--- config.mk ---
export PLATFORM = sky130hd
export DESIGN_NAME = ext_interrupt_gateway
export DESIGN_NICKNAME = d
export VERILOG_FILES = /design/src/rtl/ext_interrupt_gateway.sv
export SDC_FILE = /design/constraint.sdc
export NUM_CORES = 1
export LEC_CHECK = 0
export ABC_AREA = 1
export ABC_CLOCK_PERIOD_IN_PS = 3000
export CORE_UTILIZATION = 40
export CTS_BUF_LIST = sky130_fd_sc_hd__clkbuf_4 sky130_fd_sc_hd__clkbuf_8
export DETAILED_ROUTE_END_ITERATION = 8
export DONT_BUFFER_PORTS = 1
export PLACE_DENSITY = 0.59
export SLEW_MARGIN = 25
export SYNTH_ARGS = -nofsm -noshare
export SYNTH_HDL_FRONTEND = slang
export SYNTH_SLANG_ARGS = --single-unit
--- constraint.sdc ---
create_clock -name clk -period 3 [get_ports clk]
set_clock_uncertainty 0.1 [all_clocks]
set_input_delay 0.6 -clock clk [delete_from_list [all_inputs] [get_ports clk]]
set_output_delay 0.6 -clock clk [all_outputs]
set_load 0.05 [all_outputs]
--- src/rtl/ext_interrupt_gateway.sv ---
// ---------------------------------------------------------------------------
// ExtInterruptGateway: upstream feeder of the machine external interrupt.
// Synchronises SRC_NUM raw interrupt lines, gates each one as edge or level,
// arbitrates by fixed priority (lowest index wins, ID = index+1) and raises a
// single registered request towards interrupt_interface. An ack claims the
// selected source and marks it in service. It stays masked until software
// completes it.
//
// Ports
//   clk                        core clock
//   rst                        asynchronous active-high reset
//   all_extint_src             raw external lines (async to clk)
//   all_extint_enable          per-source enable
//   all_extint_edge_mode       1 = rising-edge source, 0 = level source
//   all_extint_complete_valid  completion strobe from software
//   all_extint_complete_id     ID being completed
//   intif_all_int_ext_ack      1-cycle ack from interrupt_interface
//   extint_intif_int_ext_req   registered external request
//   extint_all_claim_id        ID of the most recently acked source
//   extint_all_pending         pending register
//   extint_all_in_service      in-service register
// ---------------------------------------------------------------------------
module ext_interrupt_gateway #(
    parameter int SRC_NUM  = 8,
    parameter int ID_WIDTH = 4
) (
    input  logic                clk,
    input  logic                rst,
    input  logic [SRC_NUM-1:0]  all_extint_src,
    input  logic [SRC_NUM-1:0]  all_extint_enable,
    input  logic [SRC_NUM-1:0]  all_extint_edge_mode,
    input  logic                all_extint_complete_valid,
    input  logic [ID_WIDTH-1:0] all_extint_complete_id,
    input  logic                intif_all_int_ext_ack,
    output logic                extint_intif_int_ext_req,
    output logic [ID_WIDTH-1:0] extint_all_claim_id,
    output logic [SRC_NUM-1:0]  extint_all_pending,
    output logic [SRC_NUM-1:0]  extint_all_in_service
);

    typedef enum logic {IDLE, REQ} state_t;

    logic [SRC_NUM-1:0]  s1_q, s2_q, s3_q;
    logic [SRC_NUM-1:0]  pending_q, pending_d;
    logic [SRC_NUM-1:0]  in_service_q, in_service_d;
    logic [SRC_NUM-1:0]  eligible;
    state_t              state_q, state_d;
    logic                req_q, req_d;
    logic [ID_WIDTH-1:0] sel_q, sel_d;
    logic [ID_WIDTH-1:0] claim_q, claim_d;
    logic [ID_WIDTH-1:0] best_id;
    logic                any_eligible;
    logic                sel_eligible;
    logic                ack_take;

    // Two-flop synchroniser per line, plus a third stage for rising-edge detect.
    always_ff @(posedge clk or posedge rst) begin
        if (rst) begin
            s1_q <= '0;
            s2_q <= '0;
            s3_q <= '0;
        end else begin
            s1_q <= all_extint_src;
            s2_q <= s1_q;
            s3_q <= s2_q;
        end
    end

    assign eligible = pending_q & all_extint_enable & ~in_service_q;

    // Fixed priority: scanning downwards lets the lowest eligible index win.
    // The frozen selection is also re-checked for withdrawal while in REQ.
    always_comb begin
        best_id      = '0;
        any_eligible = 1'b0;
        sel_eligible = 1'b0;
        for (int i = SRC_NUM - 1; i >= 0; i--) begin
            if (eligible[i]) begin
                best_id      = ID_WIDTH'(i + 1);
                any_eligible = 1'b1;
            end
            if (sel_q == ID_WIDTH'(i + 1)) begin
                sel_eligible = eligible[i];
            end
        end
    end

    // Request FSM. Selection is frozen while REQ is held, so a higher-priority
    // arrival waits for the next IDLE evaluation. An ack beats a withdrawal.
    always_comb begin
        state_d  = state_q;
        req_d    = req_q;
        sel_d    = sel_q;
        claim_d  = claim_q;
        ack_take = 1'b0;
        case (state_q)
            IDLE: begin
                req_d = 1'b0;
                if (any_eligible) begin
                    state_d = REQ;
                    req_d   = 1'b1;
                    sel_d   = best_id;
                end
            end
            REQ: begin
                if (intif_all_int_ext_ack) begin
                    ack_take = 1'b1;
                    claim_d  = sel_q;
                    state_d  = IDLE;
                    req_d    = 1'b0;
                end else if (!sel_eligible) begin
                    state_d = IDLE;
                    req_d   = 1'b0;
                end
            end
            default: begin
                state_d = IDLE;
                req_d   = 1'b0;
            end
        endcase
    end

    // Pending and in-service update. A new edge beats the claim clear, and a
    // claim beats a completion of the same source in the same cycle.
    always_comb begin
        pending_d    = pending_q;
        in_service_d = in_service_q;
        for (int i = 0; i < SRC_NUM; i++) begin
            logic rise;
            logic claimed;
            logic done;
            rise    = s2_q[i] & ~s3_q[i];
            claimed = ack_take && (sel_q == ID_WIDTH'(i + 1));
            done    = all_extint_complete_valid &&
                      (all_extint_complete_id == ID_WIDTH'(i + 1));
            if (all_extint_edge_mode[i]) begin
                pending_d[i] = rise | (pending_q[i] & ~claimed);
            end else begin
                pending_d[i] = s2_q[i];
            end
            in_service_d[i] = claimed | (in_service_q[i] & ~done);
        end
    end

    always_ff @(posedge clk or posedge rst) begin
        if (rst) begin
            state_q      <= IDLE;
            req_q        <= 1'b0;
            sel_q        <= '0;
            claim_q      <= '0;
            pending_q    <= '0;
            in_service_q <= '0;
        end else begin
            state_q      <= state_d;
            req_q        <= req_d;
            sel_q        <= sel_d;
            claim_q      <= claim_d;
            pending_q    <= pending_d;
            in_service_q <= in_service_d;
        end
    end

    assign extint_intif_int_ext_req = req_q;
    assign extint_all_claim_id      = claim_q;
    assign extint_all_pending       = pending_q;
    assign extint_all_in_service    = in_service_q;

endmodule

# After elaboration in Yosys (flattened, before gate mapping)
# Index checks and enable logic that the tools add are counted.
[classes]
reduce_logical = 18
n_mux = 41
bitwise_logic = 68
n_eq_ne = 17
[op_table]
columns = ["operator", "n"]
rows = [
  ["== test 4 x 3 -> 1 bit (second input constant)", 8],
  ["two-way mux 4 bit", 8],
  ["two-way mux 1 bit", 31],
  ["inverter 1 bit", 25],
  ["AND 1 bit", 24],
  ["AND 8 bit", 2],
  ["== test 4 x 2 -> 1 bit (second input constant)", 4],
  ["logical AND 1 bit", 16],
  ["bitwise OR 1 bit", 16],
  ["== test 4 x 1 -> 1 bit (second input constant)", 2],
  ["== test 4 bit (second input constant)", 2],
  ["inverter 8 bit", 1],
  ["case mux 1 bit (2 select lines)", 2],
  ["AND reduction 2 bit", 2],
  ["inequality test 3 bit (second input constant)", 1],
]
[word_totals]
word_cells = 153
reg_bits = 50
output_inout_bits = 21

# Depth between registers and ports, before layout
# Gate-level depths: netlist of run 1.
[logic_depth]
depth_word = 13
mapped_depth = 9
depth_no_buf = 9

# Least setup slack after synthesis of run 1
# Ideal clock, no wire load.
[synth_path]
path_type = "register -> register"
startpoint = "register pending_q[3] (netlist: extint_all_pending[3])"
endpoint = "register sel_q[1]"
required_time_ns = 2.783
slack_ns = 1.432
t_arrival_ns = 1.351
stages_incl_launch_ff = 10
path_buffers = 0
path_cell_list = "dfrtp_1 > nand2_1 > nor2_2 > inv_1 > nand2_1 > nor2_1 > a21oi_2 > a21oi_4 > nand2_1 > nand2_1"
[synth_via]
elab_chain_len = 7
elab_cells_between_ends = 11
[synth_rtl]
columns = ["element", "line_no", "rtl"]
rows = [
  ["start: declaration", "44", "logic [SRC_NUM-1:0] pending_q, pending_d;"],
  ["start signal: assignment", "158", "pending_q <= pending_d;"],
  ["AND 8 bit * (2 in series)", "69", "assign eligible = pending_q & all_extint_enable & ~in_service_q;"],
  ["two-way mux 1 bit (4 in series)", "78", "if (eligible[i]) begin"],
  ["AND reduction 2 bit (no line)", "n/a", ""],
  ["end signal: assignment", "156", "sel_q <= sel_d;"],
  ["end: declaration", "49", "logic [ID_WIDTH-1:0] sel_q, sel_d;"],
]
# Every way passes the cells marked *; elsewhere a longest branch is shown, timed or not.
# A chain may end at the register's enable or synchronous reset.

# Worst setup path in the final report of run 1
[layout_path]
startpoint = "register in_service_q[5] (netlist: extint_all_in_service[5])"
endpoint = "register sel_q[3]"
[layout_via]
elab_chain_len = 9
elab_cells_between_ends = 15
[layout_rtl]
columns = ["element", "line_no", "rtl"]
rows = [
  ["start: declaration", "45", "logic [SRC_NUM-1:0] in_service_q, in_service_d;"],
  ["start signal: assignment", "159", "in_service_q <= in_service_d;"],
  ["inverter 8 bit *", "69", ""],
  ["AND 8 bit *", "69", ""],
  ["two-way mux 1 bit (6 in series)", "78", ""],
  ["AND reduction 2 bit (no line)", "n/a", ""],
]
# Marked as above.

==> flow_metrics.env, run 1 <==
export IMPL_dp_hpwl_um=3180
export IMPL_dr_total_vias=1383
export IMPL_power_density_nw_per_um2=973
export IMPL_num_antenna_cells=0
export IMPL_area_growth_pct=8.33
export IMPL_vdd_drop_max_v=0.000325
export IMPL_max_cap_viol_count=0
export IMPL_yosys_warnings=0
export IMPL_finalHoldViolCount=0
export IMPL_synth_seq_cells=50
export IMPL_numClockSinks=50
export IMPL_grt_antenna_before_repair=0
export IMPL_critPathMaxFanout=5
export IMPL_most_common_layout_cells="56 x nand2_1, 50 x dfrtp_1, 14 x o21ai_0"
export IMPL_hp_class="input port to asynchronous set/reset pin"
export IMPL_drtPass1Iterations=4
export IMPL_final_common_cell="nand2_1"
export IMPL_synthDistinctLibCells=26
export IMPL_syn_nets=225
export IMPL_holdBufCountCts=0
export IMPL_rsz0062_at_grt="no"
export IMPL_cp_slowest_cell="dfrtp_1"
export IMPL_tns_ns=0
export IMPL_wl_per_cell_um=15.7
export IMPL_status="finished clean"
export IMPL_viasPerCell=5.20
export IMPL_drv_slew=0
export IMPL_p_leak_nw=0.980
export IMPL_cts_root_buffer="clkbuf_8"
export IMPL_max_freq_mhz=567
export IMPL_first_iter_violations=75
export IMPL_syn_area_sq_um=1980
export IMPL_grt_overflow_total=0
export IMPL_gp_congestion=0.920
export IMPL_drc=0
export IMPL_die_w_um=72.4
export IMPL_cts_setup_buffers=0
export IMPL_timing_hold_ws_ns=0.226
export IMPL_port_buffers=0
export IMPL_worstPathRequired_ns=3.08
export IMPL_slew_headroom=0.443
export IMPL_fp_dieH_um=72.4
export IMPL_grt_max_degree=51
export IMPL_io_pins=53
export IMPL_finalCriticalPeriod_ns=1.76
export IMPL_cp_startpoint="extint_all_in_service[5]"
export IMPL_clk_pin_slew_ns=0.09
export IMPL_slowest_delay_ns=0.69
export IMPL_cts_resized_gates=0
export IMPL_htree_levels=2
export IMPL_fin_util=0.452
export IMPL_cp_cell_sequence="nand3b_1 -> nand2_1 -> nor2_1 -> a21oi_2 -> a21oi_4 -> a21oi_1"
export IMPL_rows=25
export IMPL_avgSynthCellArea_sq_um=10.3
export IMPL_gr_usage_all_layers=0.175
export IMPL_cp_arrival_ns=1.84
export IMPL_core_area_sq_um=4750
export IMPL_totalWireLength_um=4180
export IMPL_ys_seq_area_frac=0.631
export IMPL_synthCells=193
export IMPL_reg2reg_from="extint_all_in_service[5]"
export IMPL_ant_nets=0
export IMPL_numCtsBuffers=5
export IMPL_drive_gt1_frac=0.156
export IMPL_insertion_delay_ns=0.29
export IMPL_path_class="register to register"
export IMPL_nets=231
export IMPL_grt_pass1_vias=1368
export IMPL_die_area_sq_um=5240
export IMPL_start_util=0.417
export IMPL_grt_pass1_wl_um=6820
export IMPL_end_kind="register"
export IMPL_clk_path_buf_depth=2
export IMPL_setup_worst_path_start_class="register"
export IMPL_cts_tree="yes"
export IMPL_worst_pin_slew_ns=0.835
export IMPL_min_period_over_period=0.588
export IMPL_setup_violations=0
-- flip-flops by register name, summed over array words and instances, names as in the netlist --
name,cells
extint_all_claim_id,4
extint_all_in_service,8
extint_all_pending,8
extint_intif_int_ext_req,1
s1_q,8
s2_q,8
s3_q,8
sel_q,4
state_q,1
-- per-layer routing --
metal,up-vias,global-route usage,share of wire
met5,-,0,0
met4,0,0.0719,0.024
met3,10,0.0528,0.053
met2,43,0.281,0.49
met1,674,0.222,0.44
li1,656,-,-
-- power breakdown --
group	total, mW	switching (mW)	internal, mW	leakage (nW)
Sequential	1.26	0.460	0.805	0.597
Clock	0.372	0.193	0.179	0.0452
Combinational	0.453	0.301	0.152	0.338
-- worst max-delay path: cells and delay by family (launching register included) --
| family | cells | cell delay [ns] |
|---|---|---|
| flops | 1 | 0.69 |
| compound gates | 3 | 0.37 |
| simple gates | 3 | 0.50 |
-- metrics by stage --
step | setup slack (ns) | cells | area [sq um] | total power [mW]
finish | 1.24 | 266 | 2150 | 2.09
global route | 1.07 | 266 | 2150 | 2.21
CTS | 1.23 | 266 | 2150 | 2.11
detailed placement | 1.25 | 259 | 2060 | 1.73
global placement | 1.26 | 259 | 2060 | 1.72
floorplan | 1.10 | 193 | 1980 | 1.60
-- worst paths after layout --
kind	end	slack, ns	cells after the start
worst max-delay path	sel_q[3]	1.24	6
worst min-delay path	s3_q[1]	0.23	1
worst max register to register	sel_q[3]	1.24	6
worst min register to register	s2_q[1]	0.25	0
max in group asynchronous	extint_all_pending[2]	2.08	1
min in group clk	s1_q[7]	0.23	0
-- cell families (layout without fill, tap and decap cells) --
| family | after synthesis | after routing | synth area share |
|---|---|---|---|
| AO/OA/AOI/OAI | 32 | 32 | 0.108 |
| buffers and inverters | 13 | 19 | 0.0246 |
| flip-flops | 50 | 50 | 0.631 |
| AND/OR/NAND/NOR | 98 | 98 | 0.237 |
-- Yosys cell counts, drive strengths merged --
master | count | area (sq um)
o211ai | 4 | 30.0
a32o | 4 | 40.0
a21oi | 5 | 40.0
clkbuf | 1 | 3.75
o31ai | 1 | 7.51
nand3 | 11 | 75.1
o21a | 1 | 7.51
dfrtp | 50 | 1250
a31o | 1 | 8.76
nand4 | 3 | 25.0
nand2 | 58 | 223
nand3b | 5 | 37.5
o21ai | 16 | 80.1
inv | 12 | 45.1
nor2 | 19 | 93.8
nor3 | 2 | 15.0
-- cell type report --
cell class / instances / area [sq um]
Fill cell: 470 / 2610
Multi-Input combinational cell: 130 / 683
Sequential cell: 50 / 1250
Inverter: 12 / 46.3
Clock buffer: 7 / 83.8
Tap cell: 67 / 83.8
Note: power is estimated with default switching activity, not from simulation.
==> inputs of run 2 (changes only) <==
--- a/config.mk
+++ b/config.mk
@@ -6,7 +6,7 @@
 export NUM_CORES = 1
 export LEC_CHECK = 0
 export ABC_AREA = 1
-export ABC_CLOCK_PERIOD_IN_PS = 3000
+export ABC_CLOCK_PERIOD_IN_PS = 1800
 export CORE_UTILIZATION = 40
 export CTS_BUF_LIST = sky130_fd_sc_hd__clkbuf_4 sky130_fd_sc_hd__clkbuf_8
 export DETAILED_ROUTE_END_ITERATION = 8
==> constraint.sdc (replaced) <==
create_clock -name clk -period 1.8 [get_ports clk]
set_clock_uncertainty 0.1 [all_clocks]
set_input_delay 0.36 -clock clk [delete_from_list [all_inputs] [get_ports clk]]
set_output_delay 0.36 -clock clk [all_outputs]
set_load 0.05 [all_outputs]
==> run 2 against run 1 <==
Hold slack lost 0.13 ns. Setup slack lost 0.92 ns. Cell count grew 11%. Sequential share of layout area down 6.3 points. Non-clock buffer count is 28 higher. Flip-flop and latch count stayed put. Count of clock-buffer cells in the layout down 2. Global-route usage down 0.37 points. First-iteration DRC count rose by 9.3%. Clock power up 110%. Routed wire length increased by 0.91%. Critical endpoint is now sel_q[1].
==> flow_metrics.env, run 2 (synthesis gave the netlist of run 1 again) <==
export IMPL_dr_total_vias=1470
export IMPL_io_pins=53
export IMPL_grt_pass1_vias=1423
export IMPL_cts_resized_gates=0
export IMPL_worst_pin_slew_ns=0.495
export IMPL_viasPerCell=4.98
export IMPL_drtPass1Iterations=4
export IMPL_insertion_delay_ns=0.30
export IMPL_dp_hpwl_um=3460
export IMPL_worstPathRequired_ns=1.94
export IMPL_core_area_sq_um=4750
export IMPL_gp_congestion=0.952
export IMPL_crit_cells=6
export IMPL_max_freq_mhz=676
export IMPL_drv_slew=0
export IMPL_crit_buf_inv=0
export IMPL_p_seq_frac=0.450
export IMPL_finalHoldViolCount=0
export IMPL_most_common_layout_cells="56 x nand2_1, 50 x dfrtp_1, 19 x buf_4"
export IMPL_start_util=0.417
export IMPL_rows=25
export IMPL_finalCriticalPeriod_ns=1.48
export IMPL_numClockSinks=50
export IMPL_grt_antenna_before_repair=0
export IMPL_fp_dieH_um=72.4
export IMPL_power_density_nw_per_um2=1580
export IMPL_drive_gt1_frac=0.224
export IMPL_rsz0062_at_grt="no"
export IMPL_p_int_mw=2.17
export IMPL_cp_arrival_ns=1.62
export IMPL_first_iter_violations=82
export IMPL_port_buffers=0
export IMPL_grt_max_degree=23
export IMPL_end_kind="register"
export IMPL_clockPowerShare=0.203
export IMPL_nets=259
export IMPL_gr_usage_all_layers=0.172
export IMPL_setup_worst_path_start_class="register"
export IMPL_setup_violations=0
export IMPL_die_w_um=72.4
export IMPL_cts_root_buffer="clkbuf_8"
export IMPL_min_period_over_period=0.822
export IMPL_grt_pass1_wl_um=6780
export IMPL_path_class="register to register"
export IMPL_p_leak_nw=1.12
export IMPL_seqCellArea_sq_um=1250
export IMPL_htree_levels=2
export IMPL_die_area_sq_um=5240
export IMPL_cp_top_family="simple AND/OR/NAND/NOR gates"
export IMPL_numCtsBuffers=5
export IMPL_cp_slowest_cell="dfrtp_1"
export IMPL_place_area_sq_um=2210
export IMPL_final_common_cell="nand2_1"
export IMPL_cts_tree="yes"
export IMPL_ant_nets=0
export IMPL_fillerInstances=461
export IMPL_multiInputGateArea_sq_um=683
export IMPL_hp_class="input port to register"
export IMPL_clk_pin_slew_ns=0.09
export IMPL_clk_path_buf_depth=2
export IMPL_status="finished clean"
export IMPL_grt_overflow_total=0
export IMPL_holdPathStages=2
export IMPL_switchingPower_mw=1.64
export IMPL_timing_hold_ws_ns=0.0995
export IMPL_min_delay_start="all_extint_edge_mode[1]"
export IMPL_p_comb_frac=0.347
export IMPL_cp_startpoint="extint_all_in_service[6]"
export IMPL_dp_cells=278
export IMPL_critPathMaxFanout=4
export IMPL_totalWireLength_um=4220
export IMPL_wl_per_cell_um=14.3
export IMPL_final_cells=295
export IMPL_drc=0
export IMPL_tns_ns=0
export IMPL_max_cap_viol_count=0
export IMPL_area_growth_pct=21.5
export IMPL_final_area_sq_um=2410
export IMPL_switching_share=0.431
export IMPL_num_antenna_cells=0
export IMPL_vdd_drop_max_v=0.000684
export IMPL_reg2reg_from="extint_all_in_service[6]"
export IMPL_cp_cell_sequence="nand3b_1 -> nand4_1 -> nor2_1 -> a21oi_1 -> nand3_1 -> nand2_1"
export IMPL_slew_headroom=0.670
export IMPL_slowest_delay_ns=0.41
export IMPL_rr_worst_depth=6
==> run 2: cell types whose count changed in the layout (fill, tap and decap cells not counted), sizes merged <==
cell / delta
buf: +19
dlygate4sd3: +9
clkbuf: -2
inv: +2
bufinv: +1
==> run 2: worst paths after layout <==
path,to,slack (ns)
worst max-delay path,sel_q[1],0.32
worst min-delay path,extint_all_pending[1],0.1
worst max register to register,sel_q[1],0.32
worst min register to register,s2_q[7],0.25
max in group asynchronous,extint_all_in_service[7],0.62
min in group asynchronous,s1_q[0],0.41
==> run 2: final cells by class <==
cell class / count / share of cell area
clock buffer: 5 / 0.0286
clock inverter: 3 / 0.0182
multi-input combinational: 130 / 0.284
timing repair buffer: 28 / 0.0966
inverter: 12 / 0.0187
tap: 67 / 0.0348
sequential: 50 / 0.519
==> run 2: what timing repair did <==
action,in CTS,in global routing
buffers inserted,0,0
hold buffers,9,0
hold endpoints to repair,28,0
==> run 2: per-stage QoR <==
step | util | setup WS, ns | power (mW)
3_5_place_dp | 0.464 | 0.352 | 3.04
5_1_grt | 0.507 | 0.256 | 4.04
6_report | 0.507 | 0.320 | 3.80
4_1_cts | 0.507 | 0.333 | 3.85
3_3_place_gp | 0.464 | 0.281 | 3.03
2_1_floorplan | - | 0.139 | 2.66
==> run 2: power by group through the flow <==
stage          combinational (mW)  clock (mW)  sequential [mW]
4_1_cts                      1.33       0.807             1.71
2_1_floorplan               0.599           0             2.06
6_report                     1.32       0.774             1.71
5_1_grt                      1.44       0.852             1.74
3_5_place_dp                 1.31           0             1.73
3_3_place_gp                 1.31           0             1.72
==> run 2: layer usage <==
metal  wire [um]  global-route usage  up-vias
met2        2070               0.274       36
met5           0                   0        -
li1            -                   -      715
met3         240              0.0514        8
met1        1830               0.216      711
met4          81              0.0784        0
